[src/rtl/serial_sub_pkg.sv]
// Shared types and sizing helpers for the bit-serial subtractor.
package serial_sub_pkg;

   typedef enum logic {
      IDLE  = 1'b0,
      SHIFT = 1'b1
   } state_t;

   localparam int DEFAULT_WIDTH = 8;

   // Bit counter width; WIDTH-1 is the largest value it ever holds.
   function automatic int cnt_width(input int width);
      return (width < 2) ? 1 : $clog2(width);
   endfunction

endpackage

[src/rtl/serial_subtractor_full_addr.sv]
// One-bit full adder cell, reused every cycle by the serial subtractor.
module full_addr (
   input  logic in1,
   input  logic in2,
   input  logic cin,
   output logic sum,
   output logic carry
);

   assign sum   = in1 ^ in2 ^ cin;
   assign carry = (in1 & in2) | (in1 & cin) | (in2 & cin);

endmodule

[src/rtl/serial_subtractor.sv]
// Bit-serial a - b: one full-adder cell with b inverted and carry-in 1, LSB first,
// WIDTH cycles per result.
module serial_subtractor
   import serial_sub_pkg::*;
#(
   parameter int WIDTH = DEFAULT_WIDTH
) (
   input  logic             clk,
   input  logic             rst_n,
   input  logic             start,
   input  logic [WIDTH-1:0] a,
   input  logic [WIDTH-1:0] b,
   output logic             busy,
   output logic             done,
   output logic [WIDTH-1:0] diff,
   output logic             borrow,
   output logic             ovf,
   output state_t           fsm_state
);

   localparam int CNT_W = cnt_width(WIDTH);

   // Handshake: start is a request taken on any rising edge where the FSM is IDLE
   // (including the done cycle); a and b are sampled only on that edge. start is
   // ignored while busy. done pulses for one cycle when diff/borrow/ovf update.

   state_t           state;
   state_t           next_state;
   logic [WIDTH-1:0] a_sh;
   logic [WIDTH-1:0] b_sh;
   logic [WIDTH-1:0] res_sh;
   logic [WIDTH-1:0] res_next;
   logic [CNT_W-1:0] count;
   logic             carry;
   logic             a_msb;
   logic             b_msb;
   logic             fa_sum;
   logic             fa_carry;
   logic             last;

   full_addr u_fa (
      .in1   (a_sh[0]),
      .in2   (~b_sh[0]),
      .cin   (carry),
      .sum   (fa_sum),
      .carry (fa_carry)
   );

   assign last     = (state == SHIFT) && (count == CNT_W'(WIDTH - 1));
   assign res_next = (res_sh >> 1) | (WIDTH'(fa_sum) << (WIDTH - 1));

   always_comb begin
      next_state = state;
      case (state)
         IDLE:    if (start) next_state = SHIFT;
         SHIFT:   if (last)  next_state = IDLE;
         default: next_state = IDLE;
      endcase
   end

   always_ff @(posedge clk or negedge rst_n) begin
      if (!rst_n) state <= IDLE;
      else        state <= next_state;
   end

   always_ff @(posedge clk or negedge rst_n) begin
      if (!rst_n) begin
         a_sh   <= '0;
         b_sh   <= '0;
         res_sh <= '0;
         count  <= '0;
         carry  <= 1'b0;
         a_msb  <= 1'b0;
         b_msb  <= 1'b0;
         diff   <= '0;
         borrow <= 1'b0;
         ovf    <= 1'b0;
         done   <= 1'b0;
      end else begin
         done <= 1'b0;
         if (state == IDLE) begin
            if (start) begin
               a_sh   <= a;
               b_sh   <= b;
               res_sh <= '0;
               carry  <= 1'b1;
               count  <= '0;
               a_msb  <= a[WIDTH-1];
               b_msb  <= b[WIDTH-1];
            end
         end else begin
            a_sh   <= a_sh >> 1;
            b_sh   <= b_sh >> 1;
            res_sh <= res_next;
            carry  <= fa_carry;
            if (last) begin
               // The bit produced on this edge is the result MSB.
               count  <= '0;
               diff   <= res_next;
               borrow <= ~fa_carry;
               ovf    <= (a_msb != b_msb) && (fa_sum != a_msb);
               done   <= 1'b1;
            end else begin
               count <= count + CNT_W'(1);
            end
         end
      end
   end

   assign busy      = (state == SHIFT);
   assign fsm_state = state;

endmodule

[config.mk]
export PLATFORM = sky130hd
export DESIGN_NAME = serial_subtractor
export DESIGN_NICKNAME = d
export VERILOG_FILES = /design/src/rtl/serial_sub_pkg.sv /design/src/rtl/serial_subtractor_full_addr.sv /design/src/rtl/serial_subtractor.sv
export SDC_FILE = /design/constraint.sdc
export NUM_CORES = 1
export LEC_CHECK = 0
export ABC_CLOCK_PERIOD_IN_PS = 2200
export CORE_MARGIN = 2
export CORE_UTILIZATION = 51
export DETAILED_ROUTE_END_ITERATION = 7
export GPL_TIMING_DRIVEN = 1
export PLACE_DENSITY = 0.78
export SLEW_MARGIN = 20
export SYNTH_ARGS = -nofsm -noshare
export SYNTH_HDL_FRONTEND = slang
export SYNTH_SLANG_ARGS = --single-unit
[constraint.sdc]
create_clock -name clk -period 2.2 [get_ports clk]
set_clock_uncertainty 0.2 [all_clocks]
set_input_delay 0.22 -clock clk [delete_from_list [all_inputs] [get_ports clk]]
set_output_delay 0.22 -clock clk [all_outputs]
set_load 0.01 [all_outputs]
# After elaboration in Yosys (flattened, before gate mapping)
# Index checks and enable logic that the tools add are counted.
# op_classes
n_eq_ne,3
add_sub_neg,1
mux,16
reduce_logical,5
bitwise_logic,11
# op_table
cell,n
two-way mux 8 bit,6
two-way mux 3 bit,3
bitwise OR 7 x 8 -> 8 bit,1
two-way mux 1 bit,6
AND reduction 2 bit,2
"adder 3 x 1 -> 3 bit, second input constant",1
AND 1 bit,3
"equality test 3 bit, second input constant",1
inverter 1 bit,3
logical AND 1 bit,2
inequality test 1 bit,2
bitwise OR 1 bit,2
case mux 1 bit (2 select lines),1
nonzero test 2 bit,1
bitwise XOR 1 bit,2
# totals
inputBits,19
word_cells,48
output_inout_bits,13
regBits,42

# Logic depth before layout (Yosys ltp)
# Gate-level depths: netlist (run 1).
# logic_depth
word_depth,5
mapped_depth,5
mapped_depth_nobuf,5

# Hierarchy
# A second synthesis (run 1) with hierarchy kept.
# hier_totals
hier_cells,145
hier_area_um2,1767.9
# by_module_without_submodules
module,area_each_um2,seq_area_each_um2,n_inst,cells_per_inst
serial_subtractor,1747.9,1026.0,1,144
full_addr,20.0,0.0,1,1

# Least setup slack after synthesis (run 1)
# No wires, ideal clock.
# synth_path
path_type,reg2reg
startpoint,register b_sh[0]
endpoint,register ovf
stages_incl_launch_ff,4
n_path_buf,0
synth_period_minus_slack_ps,1695
path_slack_ps,505
setup_time_ps,82
t_arrival_ps,1413
required_ps,1918
path_cell_list,dfrtp_1 fa_1 or3b_1 a31oi_1
# synth_between
elab_chain_cells,5
# synth_lines
element,line,text
"start, declared",serial_subtractor.sv:30,logic [WIDTH-1:0] b_sh;
"start signal, assigned",serial_subtractor.sv:93,b_sh <= b_sh >> 1;
inverter 1 bit,serial_subtractor.sv:43,".in2 (~b_sh[0]),"
bitwise XOR 1 bit (2 in series),serial_subtractor_full_addr.sv:10,assign sum = in1 ^ in2 ^ cin;
inequality test 1 bit,serial_subtractor.sv:101,ovf <= (a_msb != b_msb) && (fa_sum != a_msb);
logical AND 1 bit,serial_subtractor.sv:101,
"end signal, assigned",serial_subtractor.sv:101,
"end, declared",serial_subtractor.sv:17,"output logic ovf,"
# Every way passes these cells.
# A chain may end at the register's enable or synchronous reset.

# Final worst setup path (run 1)
# layout_path
startpoint,register state (netlist: busy)
endpoint,output busy
# layout_lines
element,line,text
"start, declared",serial_subtractor.sv:27,state_t state;
"start signal, assigned",serial_subtractor.sv:63,else state <= next_state;
"end, declared",serial_subtractor.sv:13,"output logic busy,"
# No word-level cell between the ends.

==> results of run 1 <==
[synthesized netlist by cell type]
library cell	count	area share, %
buf_12	1	1.1
mux2i_1	18	10
nand3b_1	1	0.43
a22oi_1	1	0.43
o22ai_1	1	0.36
inv_1	5	1.1
buf_6	1	0.65
or3b_1	1	0.50
ha_1	2	1.4
fa_1	1	1.1
nand2b_4	1	0.79
mux2_1	1	0.65
dfrtp_1	41	59
a21oi_1	1	0.29
a22o_1	6	3.0
a32o_1	2	1.1
a31oi_1	1	0.36
nand2_1	15	3.2
nor2_2	1	0.36
clkbuf_1	3	0.65
o21ai_0	6	1.7
o21ai_1	8	2.3
nand2b_1	3	1.1
mux2_2	9	5.8
buf_4	2	0.86
nor2_1	2	0.43
buf_2	1	0.29
nand2_4	1	0.65
[power by group]
group | switching (mW) | leakage, nW | total (mW) | internal, mW
registers | 0.188 | 0.525 | 1.25 | 1.06
clock network | 0.225 | 0.0320 | 0.347 | 0.122
logic | 0.411 | 0.453 | 0.949 | 0.538
[cell type report]
type,instances,area share (%)
flip-flops and latches,41,48.1
multi-input cells,82,29.8
repair buffers,34,16.1
well taps,46,2.70
clock buffers,6,1.94
inverters,5,0.880
clock inverters,2,0.469
[per-stage QoR]
step           total power, mW  area, um^2  utilization, %
6_report                  2.55        2130            64.4
5_1_grt                   2.75        2130            64.4
4_1_cts                   2.58        2130            64.4
3_5_place_dp              2.24        2070            62.5
3_3_place_gp              2.17        2070            62.5
2_1_floorplan             1.85        1740               -
[sequential cells by signal, summed over array words and instances, names as in the netlist]
signal  count
b_msb       1
b_sh        8
ovf         1
borrow      1
carry       1
count       3
res_sh      7
busy        1
a_msb       1
done        1
a_sh        8
diff        8
[metal layers]
layer	vias to the layer above	GRT usage, %	routed length, um
li1	549	-	-
met1	537	18.9	1180
met2	33	27.6	1410
met3	8	3.24	133
met4	0	9.17	68
met5	-	0	0
[worst max-delay path by stage]
stage            start    to  slack [ps]
5_1_grt        b_sh[0]   ovf         350
4_1_cts           busy  busy         400
3_5_place_dp   b_sh[0]   ovf         440
2_1_floorplan  b_sh[0]   ovf         510
3_3_place_gp   b_sh[0]   ovf         480
6_report          busy  busy         420
[logic make-up after synthesis]
| logic type | after synthesis | share of synthesized area [%] |
|---|---|---|
| AO/OA/AOI/OAI | 26 | 9.62 |
| adder cells (fa/ha/maj) | 3 | 2.58 |
| buffers and inverters | 13 | 4.67 |
| flip-flops | 41 | 58.9 |
| multiplexers | 28 | 16.8 |
| AND/OR/NAND/NOR | 25 | 7.47 |
==> qor.txt, run 1 <==
YS warnings: 0
synth unique cells: 28
Leak: 1.01 nW
Diodes inserted: 0
Hold-fix buffers, CTS: 1
DRC Markers: 0
synthesis-to-finish area growth: 22.3%
required time worst endpoint: 1780 ps
Routed Antenna Nets: 0
Min-Delay Endpoint: b_sh[3]
Post-Syn Instances: 136
Post-Place Worst Slack: 435 ps
Multi-input gate area: 636 um^2
initial antenna violation count: 0
worst flop-to-flop path startpoint: b_sh[0]
first-pass GRT wire length: 4840 um
CTS clk-pin slew, worst paths: 110 ps
CP max stage cell: clkdlybuf4s50_1
Crit path max-delay family: buffers and inverters
worst reg2reg path depth: 3
vias per cell: 5.22
Inserted Clock Buffers: 5
die area: 3900 um^2
worst hold margin: 297 ps
crit start category: flop
TritonCTS clock tree: yes
Reg-to-Reg End: ovf
maximum clock frequency: 563 MHz
most frequent cells in the layout: dfrtp_1 (41), clkdlybuf4s50_1 (30), mux2i_1 (18)
# port buffers: 31
Storage cell area: 1030 um^2
worst-path cell chain: clkdlybuf4s50_1
worst-margin pin slew: 884 ps
share of layout cells above drive strength 1: 12.9%
routed vias: 1,127
maximum vdd drop: 0.000506 V
Min Clock Period, post-route: 1780 ps
Setup-failing EPs final: 0
Core Region: 3310 um^2
crit path kind: flop to primary output
vias in the first global route: 1,058
Filler Cell Count: 286
Total Wirelength: 2790 um
Yosys reg bits: 41
CP Capture Type: primary output
Syn Area/Cell: 12.8 um^2
post-DP HPWL: 2000 um
Worst slew margin: 41.1%
crit-path max FO: 3
worst-skew pair later-pin latency: 350 ps
DIE HEIGHT: 62.5 um
count of final hold-check violations: 0
Post-Syn Area: 1740 um^2
status: finished clean
commonest non-fill, non-tap cell in the layout: dfrtp_1
GRT Total Usage: 16.1%
Clock Tree Buf Depth: 2
CP Depth: 1
min-delay src: b_sh[4]
Post-Synthesis Net Count: 158
fin nets: 191
I/O pin cnt: 32
Pwr per Cell Area: 1190 nW/um^2
Die W: 62.5 um
post-route setup TNS: 0 ps
MaxCap Viol Count: 0
CTS resizes: 0
Worst EP arrival: 1360 ps
reg-to-reg slack, setup: 450 ps
RSZ-0062 raised after global routing: no
Hold Path Class: flop to flop
WP buf/inv: 1
largest net degree at the start of global routing: 47
CTS H-tree lvls: 2
Non-Filler Instances: 216
root buffer cell: clkbuf_4
final-report max-slew violation count: 0
DR pass1 iterations: 4
register area share after synthesis: 58.9%
wire per inst: 12.9 um
GPL Wtd Cong: 0.719
drt initial violations: 26
setup slack after layout: 424 ps
num rows: 21
fin crit share: 80.7%
DP Cell Count: 207
Critical Path Max Stage Delay: 580 ps
WHS Path Cells: 2
starting density of the core: 52.6%
GRT Residual Overflow: 0
Post CTS Setup Buffer Count: 0
clock sink count: 41
Power figures use the tool's default switching activity.
==> run 2, diff against run 1 <==
- ABC_CLOCK_PERIOD_IN_PS: 2200 -> 1600
- CORE_UTILIZATION: 51 -> 46
- PLACE_DENSITY: 0.78 -> 0.74
- clock period: 2.2 -> 1.6 ns (I/O delays scaled with it)
==> run 2 against run 1 <==
  * The flow now finishes with violations (negative setup slack)
  * Clock power up 110%
  * Worst setup slack lost 480 ps
  * Global-route usage up 0.76 points
  * Highest routed layer unchanged
==> qor.txt, run 2 (synthesis results as in run 1) <==
status: complete, but fails checks
failing checks: negative setup slack
Routed Antenna Nets: 0
root buffer cell: clkbuf_8
maximum clock frequency: 603 MHz
# port buffers: 31
GPL Wtd Cong: 0.691
Inserted Clock Buffers: 5
vias per cell: 5.04
synthesis-to-finish area growth: 34.1%
fin nets: 204
Clock Tree Buf Depth: 2
DIE HEIGHT: 65.6 um
count of final hold-check violations: 0
Worst EP arrival: 1670 ps
num rows: 22
most frequent cells in the layout: dfrtp_1 (40), clkdlybuf4s50_1 (28), mux2i_1 (18)
vias in the first global route: 1,166
CP Capture Type: flop
top flop regs: a_sh x8, b_sh x8, diff x8
Worst slew margin: 67.8%
crit start category: flop
drt initial violations: 50
initial antenna violation count: 0
Leak: 1.12 nW
crit path kind: flop to flop
utilization after layout: 63.8%
first-pass GRT wire length: 5500 um
Non-Filler Instances: 231
DR pass1 iterations: 4
Setup-failing EPs final: 1
worst-skew pair later-pin latency: 290 ps
worst-margin pin slew: 483 ps
RSZ-0062 raised after global routing: yes
worst flop-to-flop path startpoint: a_sh[0]
Post-Place Worst Slack: -57.7 ps
I/O pin cnt: 32
Worst Setup SP: a_sh[0]
required time worst endpoint: 1610 ps
DRC Markers: 0
Pwr per Cell Area: 1720 nW/um^2
Core Region: 3660 um^2
commonest non-fill, non-tap cell in the layout: dfrtp_1
final-report max-slew violation count: 0
Hold Path Class: input port to async pin
Total Wirelength: 3070 um
post-DP HPWL: 2210 um
CTS clk-pin slew, worst paths: 70 ps
setup slack after layout: -58.3 ps
routed vias: 1,165
crit-path max FO: 2
clock sink count: 41
Diodes inserted: 0
starting density of the core: 47.6%
wire per inst: 13.3 um
CTS H-tree lvls: 2
maximum vdd drop: 0.000873 V
Min Clock Period, post-route: 1660 ps
fin crit share: 104%
MaxCap Viol Count: 0
die area: 4300 um^2
Die W: 65.6 um
TritonCTS clock tree: yes
share of layout cells above drive strength 1: 22.4%
largest net degree at the start of global routing: 27
DP Cell Count: 216
GRT Total Usage: 16.9%
GRT Residual Overflow: 0
-- run 2: stage by stage --
step	power (mW)	setup TNS [ps]	hold slack, ps	area [um^2]
after floorplan	2.54	-28.7	-336	1740
after global placement	3.11	-9.67	-65.4	2150
after detailed placement	3.21	-359	-49.6	2150
after CTS	4.00	-52.9	177	2290
after global routing	4.33	-106	192	2340
final	4.02	-58.3	157	2340
-- run 2: worst paths after layout --
| check | endpoint | slack (ps) | cells after the start |
|---|---|---|---|
| max | ovf | -60 | 4 |
| min | diff[5] | 160 | 2 |
| max reg2reg | ovf | -60 | 4 |
| min reg2reg | b_sh[4] | 300 | 2 |
| max in group asynchronous | b_sh[2] | 570 | 3 |
| min in group clk | b_sh[4] | 300 | 2 |
-- run 2: layout make-up --
cell class	count	area, um^2
repair buffers	46	463
clock inverters	1	5.00
flip-flops and latches	41	1030
fillers	319	1320
inverters	5	18.8
multi-input cells	83	667
clock buffers	7	96.3
well taps	48	60.1
-- run 2: per-layer routing --
metal	global-route usage, %	routed length, um
met1	20.8	1340
met2	29.0	1560
met3	5.31	143
met4	3.91	30
met5	0	0
-- run 2: repair_timing --
item / CTS / global route
pin swaps: 3 / 1
cloned: 1 / 0
setup buffers: 3 / 2
endpoints found under the hold margin: 41 / 0
gates resized for setup: 4 / 6
hold buffers: 1 / 0
setup endpoints to repair: 11 / 14
-- run 2: power by group --
part           switching (mW)  total (mW)  internal, mW
Clock                   0.340       0.730         0.390
Sequential              0.255        1.72          1.46
Combinational           0.649        1.57         0.918
-- run 2: worst max-delay path, stage by stage, from the launching register on --
cell,delay (ps)
dfrtp_1,370
inv_2,50
fa_1,480
or3b_1,360
a31oi_1,130
